**src/rtl/alu_issue_seq.sv**
```systemverilog
// rtl/alu_issue_seq.sv - issue/commit sequencer around an external 4-bit ALU
// Optional sticky-overflow flag enabled by defining ALU_SEQ_STICKY_V_EN.
module alu_issue_seq #(
  parameter int          ADDR_W    = 2,
  parameter logic [3:0]  RESET_VAL = 4'h0
) (
  input  logic              clk,
  input  logic              rst_n,
  input  logic              in_valid,
  output logic              in_ready,
  input  logic [3:0]        in_op,
  input  logic [ADDR_W-1:0] in_srca,
  input  logic [ADDR_W-1:0] in_srcb,
  input  logic [ADDR_W-1:0] in_dst,
  input  logic              in_imm_en,
  input  logic [3:0]        in_imm,
  input  logic              in_nowb,
  output logic [3:0]        alu_a,
  output logic [3:0]        alu_b,
  output logic [3:0]        alu_opcode,
  input  logic [3:0]        alu_out,
  input  logic              alu_z,
  input  logic              alu_c,
  input  logic              alu_v,
  input  logic              alu_p,
  output logic [3:0]        flags_q,
  output logic              done,
  input  logic [ADDR_W-1:0] rd_addr,
  output logic [3:0]        rd_data,
  input  logic              clr_sticky,
  output logic              sticky_v
);

  localparam int DEPTH = 1 << ADDR_W;

  typedef enum logic [1:0] {IDLE, READ, EXEC, WB} state_t;

  state_t              state_q;
  logic [3:0]          rf_q [DEPTH];
  logic [3:0]          op_q;
  logic [ADDR_W-1:0]   srca_q;
  logic [ADDR_W-1:0]   srcb_q;
  logic [ADDR_W-1:0]   dst_q;
  logic                imm_en_q;
  logic [3:0]          imm_q;
  logic                nowb_q;
  logic [3:0]          res_q;
  logic [3:0]          rflags_q;

  // Ready is a pure decode of the state register, so it reads 1 throughout reset.
  assign in_ready = (state_q == IDLE);

  // Debug read port sees the committed register file with no extra latency.
  assign rd_data = rf_q[rd_addr];

  // Sequencer: accept, read operands, capture ALU result, commit.
  always_ff @(posedge clk or negedge rst_n) begin
    if (!rst_n) begin
      state_q    <= IDLE;
      for (int i = 0; i < DEPTH; i++) rf_q[i] <= RESET_VAL;
      op_q       <= '0;
      srca_q     <= '0;
      srcb_q     <= '0;
      dst_q      <= '0;
      imm_en_q   <= 1'b0;
      imm_q      <= '0;
      nowb_q     <= 1'b0;
      res_q      <= '0;
      rflags_q   <= '0;
      alu_a      <= '0;
      alu_b      <= '0;
      alu_opcode <= '0;
      flags_q    <= '0;
      done       <= 1'b0;
`ifdef ALU_SEQ_STICKY_V_EN
      sticky_v   <= 1'b0;
`endif
    end else begin
      done <= 1'b0;
`ifdef ALU_SEQ_STICKY_V_EN
      // Clear first so that a same-edge overflow commit below takes priority.
      if (clr_sticky) sticky_v <= 1'b0;
`endif
      case (state_q)
        IDLE: begin
          if (in_valid) begin
            op_q     <= in_op;
            srca_q   <= in_srca;
            srcb_q   <= in_srcb;
            dst_q    <= in_dst;
            imm_en_q <= in_imm_en;
            imm_q    <= in_imm;
            nowb_q   <= in_nowb;
            state_q  <= READ;
          end
        end
        READ: begin
          alu_a      <= rf_q[srca_q];
          alu_b      <= imm_en_q ? imm_q : rf_q[srcb_q];
          alu_opcode <= op_q;
          state_q    <= EXEC;
        end
        EXEC: begin
          res_q    <= alu_out;
          rflags_q <= {alu_z, alu_c, alu_v, alu_p};
          state_q  <= WB;
        end
        WB: begin
          if (!nowb_q) rf_q[dst_q] <= res_q;
          flags_q <= rflags_q;
          done    <= 1'b1;
`ifdef ALU_SEQ_STICKY_V_EN
          if (rflags_q[1]) sticky_v <= 1'b1;
`endif
          state_q <= IDLE;
        end
        default: state_q <= IDLE;
      endcase
    end
  end

`ifndef ALU_SEQ_STICKY_V_EN
  assign sticky_v = 1'b0;
  wire unused_clr_sticky = clr_sticky;
`endif

endmodule

```
**config.mk**
```make
export PLATFORM = sky130hd
export DESIGN_NAME = alu_issue_seq
export DESIGN_NICKNAME = d
export VERILOG_FILES = /design/src/rtl/alu_issue_seq.sv
export SDC_FILE = /design/constraint.sdc
export NUM_CORES = 1
export LEC_CHECK = 0
export CAP_MARGIN = 20
export CORE_UTILIZATION = 62
export CTS_CLUSTER_DIAMETER = 60
export DETAILED_ROUTE_END_ITERATION = 10
export DONT_BUFFER_PORTS = 1
export GPL_ROUTABILITY_DRIVEN = 0
export PLACE_DENSITY_LB_ADDON = 0.12
export SKIP_LAST_GASP = 1
export SYNTH_ARGS = -nofsm -noshare
export SYNTH_HDL_FRONTEND = slang
export SYNTH_SLANG_ARGS = --single-unit
```
**constraint.sdc**
```tcl
create_clock -name clk -period 1.9 [get_ports clk]
set_input_delay 0.095 -clock clk [delete_from_list [all_inputs] [get_ports clk]]
set_output_delay 0.095 -clock clk [all_outputs]
set_load 0.03 [all_outputs]
```
# Word-level counts from Yosys, hierarchy flattened
# Cells that the tools add are included.
[word_totals]
ff_bits = 59
input_bits = 30
out_inout_bits = 23
elab_cells = 53
[op_classes]
magnitude_cmp = 5
eq_ne = 4
n_mux = 16
bitwise_logic = 5
n_reduce_logical = 4
[op_table]
columns = ["cell", "n"]
rows = [
  ["$mux 4", 8],
  ["$bmux 4 s2", 3],
  ["$bwmux 16", 1],
  ["$ge 3x3->1 const B", 4],
  ["$not 2->3", 4],
  ["$demux 4 s2", 1],
  ["$pmux 2 s4", 1],
  ["$eq 2x2->1 const B", 2],
  ["$reduce_and 2->1", 2],
  ["$lt 3x1->1 const B", 1],
  ["$eq 2x1->1 const B", 1],
  ["$logic_not 2->1", 1],
  ["$mux 2", 1],
  ["$ne 2x2->1 const B", 1],
  ["$logic_and 1x1->1", 1],
  ["$mux 1", 1],
  ["$not 1->1", 1],
]

# Depth between registers and ports, before layout
[depth]
depth_word = 6
ltp_mapped = 5
depth_no_buf = 4

# Worst setup path before layout
# Ideal clock, no wire load.
[synth_timing]
kind = "register to register"
start = "register state_q[0]"
end = "register dst_q[0]"
arrival_ps = 1599
setup_slack_ps = 176
path_stages_with_launch = 6
path_cell_list = "dfrtp_1 inv_1 ha_1 nand2_1 buf_2 mux2_2"
[synth_via]
elab_chain_len = 2
[synth_rtl]
columns = ["element", "line_no", "text"]
rows = [
  ["start: declaration", "38", "state_t state_q;"],
  ["start signal: assignment", "59", "state_q <= IDLE;"],
  ["start signal: assignment", "94", "state_q <= READ;"],
  ["start signal: assignment", "101", "state_q <= EXEC;"],
  ["$logic_not 2->1", "-", ""],
  ["via in_ready", "10", "output logic in_ready,"],
  ["$reduce_and 2->1 (no line)", "-", ""],
  ["end signal: assignment", "90", "dst_q <= in_dst;"],
  ["end: declaration", "43", "logic [ADDR_W-1:0] dst_q;"],
]
# The timed path passes the listed nets, and every way through them passes these cells.
# A chain may end at the register's enable or synchronous reset.

# Worst setup path in the final report
[layout_timing]
start = "register state_q[0]"
end = "register rf_q[13] (netlist bit)"
[layout_via]
elab_chain_len = 2
[layout_rtl]
columns = ["element", "line_no", "text"]
rows = [
  ["$eq 2x2->1", "84", "case (state_q)"],
  ["$reduce_and 2->1 (no line)", "-", ""],
  ["end signal: indexed assignment", "109", "if (!nowb_q) rf_q[dst_q] <= res_q;"],
  ["end: declaration", "39", "logic [3:0] rf_q [DEPTH];"],
]
# No other way between the ends.

==> results.yml <==
clock_tree:
  root_buffer: "clkbuf_8"
  post-cts-setup-buffers: 0
  cts.sinks: 59
  cts.path.max_buffers: 2
  cts_buffers: 9
  cts_tree: "built"
  clk_latency_ns: 0.33
  clkTransAtPathRegs_ns: 0.07
  cts_resized: 0
  holdBufCountCts: 27
  htree_levels: 3
yosys:
  synth_ff_type: "dfrtp_1"
  synth_area_um2: 2610
  ys_ff_latch: 59
  synth_edf_count: 0
  synth_fp_nets: 189
  synthArstFlopShare_pct: 100
  yosys_warnings: 0
  synth.largest_area_cell: "dfrtp_1"
  netlist_top_cells_area: "dfrtp_1 57%, mux2_2 23%, mux4_2 7.8%"
  ys_seq_area_share_pct: 56.6
  yosysUniqueCellTypes: 22
  postSynthAreaPerCell_um2: 16.8
  synth_top_area_share_pct: 56.6
  netlist_instances: 155
layout:
  fill_cells: 254
  drive_above_1_share_pct: 42.6
  syn2layout_area_growth_pct: 19.3
  final_common_cell: "dfrtp_1"
  final_util_pct: 77.3
  final_cell_mix: "59 x dfrtp_1, 53 x mux2_2, 26 x dlygate4sd3_1, 11 x clkbuf_8, 9 x mux4_2"
  antennaDiodeCount: 0
  fin_cells: 245
  multiInputGateArea_um2: 1090
  final_nets: 224
  seq_area_um2: 1480
placement:
  placed_cells: 202
  dp_hpwl_um: 3210
  portBuffers: 0
  dp_worst_setup_slack_ns: 0.216
route:
  drtPass1Iterations: 4
  drt_first_iter_violations: 46
  routedWlPerCell_um: 19.7
  drt-total-wl_um: 4830
  via_count: 1490
  viasPerCell: 6.08
  antenna_left: 0
  drcViolationCount: 0
global_route:
  grt_pass1_vias: 1536
  grt_antenna_before_repair: 0
  grt_overflow: 0
  grt_pass1_wl_um: 7470
  grt_max_degree: 60
  grt_usage_pct: 24.7
status:
  outcome: "completed"
critical_path:
  critPathKind: "reg2reg"
  crit_path_cell_trace: "ha_1, nor4b_4, mux2_2"
  ff2ff_path_depth: 3
  crit_slowest_cell: "dfrtp_1"
  max_stage_delay_ns: 0.40
  required_ns: 2.11
  worstSetupStartpointType: "flip-flop"
  worst-path-max-fanout: 9
  endpoint_kind: "flip-flop"
  arrival_ns: 1.88
  cp_num_cells: 3
  crit_family: "flip-flops"
  cp_num_buf_inv: 0
floorplan:
  initial_core_util_pct: 64.8
  dieWidth_um: 66.9
  die_area_um2: 4470
  row_count: 23
  die_h_um: 66.9
  io_pins: 53
  fp.coreArea_um2: 4030
timing:
  rsz0062_at_grt: "no"
  slew_violations: 0
  hold_viol_final: 0
  min_period_ns: 1.67
  tightestPinTransition_ns: 0.523
  setup_viol: 0
  slew_headroom_pct: 65.1
  clock_skew_ns: 0.00808
  fin_tns_setup_ns: 0
  fin_crit_sh_pct: 88.0
  postLayoutSetupSlackWorst_ns: 0.228
  max_freq_mhz: 598
power:
  cellLeakagePower_uw: 0.00135
  worst_ir_drop_vdd_mv: 1.16
  p_per_area_nw_per_um2: 1820
job:
  cap_violations: 0
worst_hold_path:
  hold_depth: 2
  hold_path.class: "in2reg"
-- layout make-up --
cell class	instances	share of cell area, %
Sequential cell	59	47.4
Timing Repair Buffer	29	9.73
Tap cell	50	2.01
Clock inverter	2	0.322
Inverter	3	0.362
Clock buffer	14	5.23
Multi-Input combinational cell	88	34.9
-- cells in the mapped netlist, types with 2 or more instances --
master	instances
a221o_1	4
and3_1	3
and4bb_2	2
buf_2	2
dfrtp_1	59
ha_1	4
inv_1	3
mux2_2	53
mux4_1	3
mux4_2	9
nor2_1	2
-- metal layers --
layer | wire length, um | vias up | part of all wire (%) | GRT usage [%]
li1 | - | 648 | - | -
met1 | 1930 | 799 | 40 | 27.8
met2 | 2610 | 37 | 54 | 41.5
met3 | 222 | 6 | 4.6 | 8.90
met4 | 70 | 0 | 1.5 | 11.2
met5 | 0 | - | 0 | 0
-- path summary, 6_finish.rpt --
check | start | to | slack [ns]
setup reg to reg | state_q[0] | rf_q[13] | 0.23
hold / removal | in_valid | state_q[1] | 0.03
max in group asynchronous | rst_n | srca_q[0] | 1.37
min in group asynchronous | rst_n | imm_q[2] | 0.28
setup / recovery | state_q[0] | rf_q[13] | 0.23
hold reg to reg | rflags_q[3] | flags_q[3] | 0.50
-- metrics by stage --
step | hold WS, ns | power, uW | instance area [um2]
detailed placement | -0.199 | 4620 | 2650
global route | 0.0429 | 5960 | 3110
finish | 0.0268 | 5670 | 3110
floorplan | -0.201 | 4200 | 2610
global placement | -0.199 | 4470 | 2650
CTS | 0.0150 | 5670 | 3110
-- flip-flops by register name, summed over array words and instances, names as in the netlist, 4 cells and up --
name	flops
alu_a	4
alu_b	4
alu_opcode	4
flags_q	4
imm_q	4
op_q	4
res_q	4
rf_q	16
rflags_q	4
-- power by group --
part / internal [uW] / switching [uW]
clock network: 541 / 456
registers: 1890 / 933
logic: 1150 / 691
total: 3590 / 2080
-- logic make-up (layout without fill, tap and decap cells) --
family,Yosys count,count (layout),synth area share (%)
buffers and inverters,8,48,1.77
adders and majority gates,4,4,1.92
other,1,1,0.144
muxes,65,65,33.7
and+or+nand+nor,13,13,4.22
AOI/OAI and AO/OA,5,5,1.73
DFF,59,59,56.6
-- worst register-to-register path: cells and delay by family, from the launching register on --
kind,cells,cell delay (ns)
adders and majority gates,1,0.39
muxes,1,0.38
DFF,1,0.40
and+or+nand+nor,1,0.38
Note: power is estimated with default switching activity, not from simulation.
